File: src/rtl/wb_arbiter_pkg.sv
// Shared constants and types for the writeback arbiter.
// Requester indices name the fixed ports: ALU, load unit, mul/div unit.
package wb_arbiter_pkg;

   localparam int REG_ADDR_W = 5;
   localparam int REG_DATA_W = 32;

   localparam int REQ_ALU    = 0;
   localparam int REQ_LOAD   = 1;
   localparam int REQ_MULDIV = 2;

   typedef logic [REG_ADDR_W-1:0] regAddr_t;
   typedef logic [REG_DATA_W-1:0] regData_t;

   function automatic int ptrWidth(input int nReq);
      return (nReq <= 2) ? 1 : $clog2(nReq);
   endfunction

endpackage

File: src/rtl/wb_arbiter_if.sv
// Writeback bus between the requesters/decode stage and the arbiter.
// slave is the arbiter's view, master the environment's view.
interface wb_arbiter_if
   import wb_arbiter_pkg::*;
#(
   parameter int N_REQ = 3
);

   logic [N_REQ-1:0]            req_valid;
   logic [REG_ADDR_W*N_REQ-1:0] req_addr;
   logic [REG_DATA_W*N_REQ-1:0] req_data;
   logic [N_REQ-1:0]            req_ready;
   logic                        regwriteEn;
   regAddr_t                    regwriteaddr;
   regData_t                    regwritedata;
   regAddr_t                    rsaddr;
   regAddr_t                    rtaddr;
   logic                        rs_fwd;
   logic                        rt_fwd;
   regData_t                    fwd_data;

   modport slave (
      input  req_valid, req_addr, req_data, rsaddr, rtaddr,
      output req_ready, regwriteEn, regwriteaddr, regwritedata,
             rs_fwd, rt_fwd, fwd_data
   );

   modport master (
      output req_valid, req_addr, req_data, rsaddr, rtaddr,
      input  req_ready, regwriteEn, regwriteaddr, regwritedata,
             rs_fwd, rt_fwd, fwd_data
   );

endinterface

File: src/rtl/wb_arbiter_rr_pick.sv
// Rotate-priority encoder: the lowest valid index at or after i_ptr wins.
// Driven with i_ptr = 0 it degenerates to plain fixed priority.
module wb_rr_pick #(
   parameter int N_REQ = 3,
   parameter int PTR_W = 2
) (
   input  logic [N_REQ-1:0] i_valid,
   input  logic [PTR_W-1:0] i_ptr,
   output logic [N_REQ-1:0] o_grant
);

   logic [2*N_REQ-1:0] w_validDbl;
   logic [2*N_REQ-1:0] w_grantDbl;
   logic [N_REQ-1:0]   w_rot;
   logic [N_REQ-1:0]   w_rotGrant;

   // Rotate so the pointer lands on bit 0, isolate the lowest set bit, rotate back.
   assign w_validDbl = {i_valid, i_valid};
   assign w_rot      = N_REQ'(w_validDbl >> i_ptr);
   assign w_rotGrant = w_rot & (~w_rot + N_REQ'(1));
   assign w_grantDbl = {w_rotGrant, w_rotGrant} << i_ptr;
   assign o_grant    = N_REQ'(w_grantDbl >> N_REQ);

endmodule

File: src/rtl/wb_arbiter.sv
// Writeback arbiter: grants one requester per cycle and registers the write.
// Define WB_ARB_RR_EN for round-robin; otherwise lowest index has fixed priority.
module wb_arbiter
   import wb_arbiter_pkg::*;
#(
   parameter int N_REQ = 3
) (
   input  logic        clk,
   input  logic        rst_n,
   wb_arbiter_if.slave bus
);

   localparam int PTR_W = ptrWidth(N_REQ);

   logic [PTR_W-1:0] w_ptr;
   logic [N_REQ-1:0] w_grant;
   logic             w_xfer;
   regAddr_t         w_addr;
   regData_t         w_data;

   logic             r_wen;
   regAddr_t         r_waddr;
   regData_t         r_wdata;

`ifdef WB_ARB_RR_EN
   logic [PTR_W-1:0] r_ptr;
   logic [PTR_W-1:0] w_gntIdx;

   assign w_ptr = r_ptr;

   always_comb begin
      w_gntIdx = '0;
      for (int i = 0; i < N_REQ; i++) begin
         if (w_grant[i]) begin
            w_gntIdx = PTR_W'(i);
         end
      end
   end

   // Pointer moves just past the winner, so the winner becomes lowest priority.
   always_ff @(posedge clk or negedge rst_n) begin
      if (!rst_n) begin
         r_ptr <= '0;
      end else if (w_xfer) begin
         r_ptr <= (w_gntIdx == PTR_W'(N_REQ-1)) ? '0 : w_gntIdx + PTR_W'(1);
      end
   end
`else
   assign w_ptr = '0;
`endif

   wb_rr_pick #(
      .N_REQ (N_REQ),
      .PTR_W (PTR_W)
   ) u_pick (
      .i_valid (bus.req_valid),
      .i_ptr   (w_ptr),
      .o_grant (w_grant)
   );

   assign w_xfer = |w_grant;

   always_comb begin
      w_addr = '0;
      w_data = '0;
      for (int i = 0; i < N_REQ; i++) begin
         if (w_grant[i]) begin
            w_addr = bus.req_addr[i*REG_ADDR_W +: REG_ADDR_W];
            w_data = bus.req_data[i*REG_DATA_W +: REG_DATA_W];
         end
      end
   end

   // Writes to r0 are accepted but never enabled, since r0 is hardwired zero.
   always_ff @(posedge clk or negedge rst_n) begin
      if (!rst_n) begin
         r_wen   <= 1'b0;
         r_waddr <= '0;
         r_wdata <= '0;
      end else begin
         r_wen <= w_xfer && (w_addr != '0);
         if (w_xfer) begin
            r_waddr <= w_addr;
            r_wdata <= w_data;
         end
      end
   end

   assign bus.req_ready    = rst_n ? w_grant : '0;
   assign bus.regwriteEn   = r_wen;
   assign bus.regwriteaddr = r_waddr;
   assign bus.regwritedata = r_wdata;
   assign bus.fwd_data     = r_wdata;
   assign bus.rs_fwd       = r_wen && (bus.rsaddr == r_waddr) && (bus.rsaddr != '0);
   assign bus.rt_fwd       = r_wen && (bus.rtaddr == r_waddr) && (bus.rtaddr != '0);

endmodule
File: src/flat_wrapper.sv
// flat-port wrapper written by rule: the top's interface ports become plain ports
module wb_arbiter_flat import wb_arbiter_pkg::*;
#(
   parameter int N_REQ = 3
)
  (clk, rst_n, bus_req_valid, bus_req_addr, bus_req_data, bus_rsaddr, bus_rtaddr, bus_req_ready, bus_regwriteEn, bus_regwriteaddr, bus_regwritedata, bus_rs_fwd, bus_rt_fwd, bus_fwd_data);
  wb_arbiter_if #(.N_REQ(N_REQ)) bus_i ();
  input  logic clk;
  input  logic rst_n;
  input wire logic [$bits(bus_i.req_valid)-1:0] bus_req_valid;
  input wire logic [$bits(bus_i.req_addr)-1:0] bus_req_addr;
  input wire logic [$bits(bus_i.req_data)-1:0] bus_req_data;
  input wire logic [$bits(bus_i.rsaddr)-1:0] bus_rsaddr;
  input wire logic [$bits(bus_i.rtaddr)-1:0] bus_rtaddr;
  output wire logic [$bits(bus_i.req_ready)-1:0] bus_req_ready;
  output wire logic [$bits(bus_i.regwriteEn)-1:0] bus_regwriteEn;
  output wire logic [$bits(bus_i.regwriteaddr)-1:0] bus_regwriteaddr;
  output wire logic [$bits(bus_i.regwritedata)-1:0] bus_regwritedata;
  output wire logic [$bits(bus_i.rs_fwd)-1:0] bus_rs_fwd;
  output wire logic [$bits(bus_i.rt_fwd)-1:0] bus_rt_fwd;
  output wire logic [$bits(bus_i.fwd_data)-1:0] bus_fwd_data;
  assign bus_i.req_valid = bus_req_valid;
  assign bus_i.req_addr = bus_req_addr;
  assign bus_i.req_data = bus_req_data;
  assign bus_i.rsaddr = bus_rsaddr;
  assign bus_i.rtaddr = bus_rtaddr;
  assign bus_req_ready = bus_i.req_ready;
  assign bus_regwriteEn = bus_i.regwriteEn;
  assign bus_regwriteaddr = bus_i.regwriteaddr;
  assign bus_regwritedata = bus_i.regwritedata;
  assign bus_rs_fwd = bus_i.rs_fwd;
  assign bus_rt_fwd = bus_i.rt_fwd;
  assign bus_fwd_data = bus_i.fwd_data;
  wb_arbiter #(.N_REQ(N_REQ)) u_core (.clk(clk), .rst_n(rst_n), .bus(bus_i));
endmodule
File: config.mk
export PLATFORM = sky130hd
export DESIGN_NAME = wb_arbiter_flat
export DESIGN_NICKNAME = d
export VERILOG_FILES = /design/src/rtl/wb_arbiter_pkg.sv /design/src/rtl/wb_arbiter_if.sv /design/src/rtl/wb_arbiter_rr_pick.sv /design/src/rtl/wb_arbiter.sv /design/src/flat_wrapper.sv
export SDC_FILE = /design/constraint.sdc
export NUM_CORES = 1
export LEC_CHECK = 0
export CORE_AREA = 5 5 72 123
export CTS_BUF_LIST = sky130_fd_sc_hd__clkbuf_16
export DETAILED_ROUTE_END_ITERATION = 8
export DIE_AREA = 0 0 77 128
export PLACE_DENSITY = 0.86
export SYNTH_ARGS = -nofsm -noshare
export SYNTH_HDL_FRONTEND = slang
export SYNTH_SLANG_ARGS = --single-unit
export TNS_END_PERCENT = 5
File: constraint.sdc
create_clock -name clk -period 1.3 [get_ports clk]
set_input_delay 0.26 -clock clk [delete_from_list [all_inputs] [get_ports clk]]
set_output_delay 0.26 -clock clk [all_outputs]
set_load 0.02 [all_outputs]
Word-level counts from Yosys, hierarchy flattened
Index checks and enable logic that the tools add are counted.
- reductions and logical operators: 9
- equality and inequality tests: 2
- add/sub/neg operators: 1
- bitwise operators: 2
- multiplexer cells: 7
- operators by type and width (operator ; count):
    $mux W32 ; 3
    $mux W5 ; 3
    $reduce_bool A5 Y1 ; 3
    $eq A5 B5 Y1 ; 2
    $logic_and A1 B1 Y1 ; 5
    $add A3 B1 Y3 const B ; 1
    $and A3 B3 Y3 ; 1
    $mux W3 ; 1
    $not A3 Y3 ; 1
    $reduce_or A3 Y1 ; 1
- bits of input ports: 126
- register bits after elaboration: 38
- output and inout bits: 75

Depth between registers and ports, before layout
- word-level depth: 8
- mapped depth: 6
- depth with buffers taken out: 4

Cells and area by module
A second synthesis with hierarchy kept.
- cells, all modules: 249
- area total of the unflattened synthesis: 2492.4 um^2
- modules (own cells, without submodules) (module ; times used ; area an instance (um^2) ; cells an instance ; sequential area each (um^2)):
    wb_arbiter ; 1 ; 2421.1 ; 239 ; 950.9
    wb_rr_pick ; 1 ; 71.3 ; 10 ; 0.0

Worst setup path after synthesis
No wires, ideal clock.
- path kind: register to output
- start point: reg u_core.r_waddr[0] (netlist: u_core.bus.regwriteaddr[0])
- end point: out bus_rs_fwd
- path slack: -0.234 ns
- data arrival time: 1.274 ns
- buffers on the path: 0
- required time: 1.040 ns
- stages on the path, launching flop included: 5
- path through: dfrtp_1 nor4_1 nor3_1 a21oi_1 nor3_1
- longest elaborated chain between the ends: 3
- RTL lines (what ; RTL line ; RTL):
    from (decl) ; wb_arbiter.sv:22 ; regAddr_t r_waddr;
    from (signal assigned) ; wb_arbiter.sv:83 ; r_waddr <= w_addr;
    $eq A5 B5 Y1 ; wb_arbiter.sv:94 ; assign bus.rs_fwd = r_wen && (bus.rsaddr == r_waddr) && (bus.rsaddr != '0);
    $logic_and A1 B1 Y1 (2 in a row) ; wb_arbiter.sv:94 ;
    to (decl) ; flat_wrapper.sv:19 ; output wire logic [$bits(bus_i.rs_fwd)-1:0] bus_rs_fwd;
Every way passes these cells.

Worst setup path in the final report
Same ends and word-level chain as after synthesis.

==> results by group <==
Route
  – Vias per cell: 4.97
  – WL met2: 5470 um
  – Final wirelength: 9810 um
  – Max layer used: met4
  – Via count: 2,940
  – Initial drt markers: 105
  – Drt pass-1 iters: 4
  – Metal1 wirelength: 3340 um
  – WL per Instance: 16.6 um
  – DRC viols: 0
  – Final antenna-violating net count: 0
  – Met3 wire len: 724 um

Clock tree
  – H-tree depth: 2
  – Clock buffer depth: 2
  – Cts hold-fix bufs: 0
  – TritonCTS clock tree: built
  – TritonCTS Buffers: 5
  – Clk pin slew, worst setup/hold paths: 0.06 ns
  – Clk sink count: 38
  – Clock Latency Late Sink: 0.27 ns
  – CTS Root Cell: clkbuf_16

STA
  – Fin worst setup slack: -0.427 ns
  – Setup TNS: -0.969 ns
  – Skew final: 0 ns
  – Worst-Margin Slew: 0.298 ns
  – Highest Clock Rate: 579 MHz
  – Max_slew headroom: 79.9%
  – Max Slew Vio Count: 0
  – Period minus WS final: 1.73 ns
  – Final Setup Violations: 3
  – Fin crit share: 133%
  – Final hold viol count: 0
  – Hold slack: 0.00718 ns
  – RSZ-0062 raised after global routing: yes

Critical path
  – R2R Setup Slk: 0.32 ns
  – R2r startpoint: u_core.bus.fwd_data[5]
  – Critical path, cell by cell: nor4_4, nor3_1, a21oi_1, nor3_2, buf_4
  – Worst Path Max Fanout: 4
  – Critical path arrival: 1.47 ns
  – Largest delay share family, worst path: simple AND/OR/NAND/NOR gates
  – Crit-path slowest cell: dfrtp_2
  – Critical Path Stages: 5
  – Kind of critical path: reg2out
  – CP max stage delay: 0.44 ns
  – R2r endpoint: u_core.bus.fwd_data[5]
  – CP Launch Type: flip-flop
  – Critical path required time: 1.04 ns
  – Length in cells of the worst reg-to-reg path: 4
  – Worst setup path start: u_core.bus.regwriteaddr[0]
  – Worst setup path endpoint: bus_rs_fwd
  – Worst setup EP type: output pin
  – Crit path buf inv count: 1

Global route
  – Pin count of the biggest net entering global routing: 33
  – First-pass GRT wire length: 14,900 um
  – Vias in the first global route: 3,016
  – Initial antenna violation count: 0
  – Grt ovf: 0
  – Overall routing resource usage: 18.5%

Yosys
  – Netlist area before placement: 2480 sq um
  – Post-synth EDFFs: 0
  – Synth Register Bits: 38
  – Seq/Total Area, Yosys: 38.4%
  – Synth warnings: 0
  – Cells after Synth: 318
  – Async set or reset register ratio after synthesis: 100%
  – Synth top area share: 38.4%
  – Synth unique cells: 23
  – Post-synth top cells: 44 x a21oi_1, 44 x nor2_1, 38 x dfrtp_1
  – Synthesized net count: 444
  – Top FF cell, synth: dfrtp_1
  – Area leader, netlist: dfrtp_1
  – Average size of a mapped cell: 7.79 sq um
  – Top cells by area, synth: dfrtp_1 38%, buf_4 9.7%, a21oi_1 8.9%

Place
  – Post-DP HPWL: 8040 um
  – Placed Instance Area: 4480 sq um
  – Routability cong.: 0.852
  – Dpl ws: -0.840 ns
  – Port buffer count: 200

Final layout
  – Nets: 626
  – Design area: 4640 sq um
  – Area Overhead vs Synth: 87.5%
  – Final core occ: 59.5%
  – Share of cells above drive strength 1: 14.0%
  – Inserted Diodes: 0

Power
  – P_sw: 1280 uW
  – Leakage power: 0.00200 uW
  – PwrDens: 957 nW/um^2
  – Seq pwr share: 31.8%
  – Clk network pwr share: 34.6%
  – Sw Ratio: 28.8%
  – Worst vdd ir: 0.438 mV
  – Combinational power share: 33.6%
  – Pint: 3160 uW

Job
  – Maxcap violations: 0

Floorplanning
  – Chip Width: 77 um
  – Die ar.: 9860 sq um
  – Starting Density: 31.7%
  – I/O Pins: 201
  – Core area: 7800 sq um
  – Die H: 128 um
  – Std-Cell Rows: 43

Status
  – Failing checks: negative setup slack
  – Status: complete, but fails checks

Hold path
  – Hold crit path type: in2async
-- worst min path at each step --
stage / end / slack [ns] / depth (start not counted)
4_1_cts: u_core.bus.fwd_data[21] / 0.01 / 2
3_3_place_gp: u_core.bus.fwd_data[4] / 0.30 / 2
2_1_floorplan: u_core.bus.fwd_data[0] / -0.04 / 0
6_report: u_core.bus.fwd_data[3] / 0.007 / 2
5_1_grt: u_core.bus.fwd_data[8] / 0.01 / 2
3_5_place_dp: u_core.bus.fwd_data[4] / 0.30 / 2
-- power by group through the flow --
stage                     combinational (uW)  clock [uW]  sequential, uW
after floorplan                          615           0            1550
after global placement                  1580           0            1430
after detailed placement                1610           0            1430
after CTS                               1480        1590            1410
after global routing                    1600        1630            1430
final                                   1490        1540            1410
-- kinds of logic after synthesis --
family / synth area share (%)
AOI/OAI and AO/OA: 20.7
xor gates and xnor gates: 2.83
buffers and inverters: 14.2
and+or+nand+nor: 23.9
DFF: 38.4
-- area by class of cell --
class                           instances  area, sq um
Clock buffer                            5          125
Timing Repair Buffer                  231         2150
Clock inverter                          3         63.8
Fill cell                             701         3160
Multi-Input combinational cell        224         1230
Tap cell                               90          113
Sequential cell                        38          956
-- state kept, by name, summed over array words and instances (netlist names) --
| signal | cells |
|---|---|
| u_core.bus.regwriteEn | 1 |
| u_core.bus.fwd_data | 32 |
| u_core.bus.regwriteaddr | 5 |
-- cells in the final DEF, fill, tap and decap left out, types with 3 or more instances in the layout --
master / netlist / routed
dfrtp_1: 38 / 34
nor3_2: 1 / 4
buf_6: 0 / 3
xnor2_1: 5 / 5
nand3b_1: 5 / 5
nand2_1: 26 / 26
clkbuf_16: 0 / 5
o21ai_0: 19 / 19
nor2_1: 44 / 42
a21o_1: 4 / 4
clkbuf_2: 0 / 3
a21oi_1: 44 / 43
xor2_1: 3 / 3
buf_2: 17 / 8
clkdlybuf4s50_1: 0 / 121
nor3_1: 26 / 23
a22oi_1: 21 / 21
clkdlybuf4s15_1: 0 / 13
buf_4: 32 / 30
nor2b_1: 15 / 15
dlygate4sd2_1: 0 / 48
dfrtp_2: 0 / 4
-- per-layer routing --
metal | up-vias | global-route usage, %
li1 | 1421 | -
met1 | 1370 | 18.5
met2 | 131 | 36.4
met3 | 18 | 3.59
met4 | 0 | 7.59
met5 | - | 0
-- stage by stage --
stage | power (uW) | cells
floorplan | 2170 | 318
global placement | 3010 | 581
detailed placement | 3050 | 581
CTS | 4480 | 590
global route | 4650 | 591
finish | 4440 | 591
-- timing repair --
action                     CTS  global route
pin swaps                    4             5
hold endpoints to repair     0             0
setup endpoints to repair   75            21
setup buffers                1             1
resized for setup          109            25
Power figures use the tool's default switching activity.
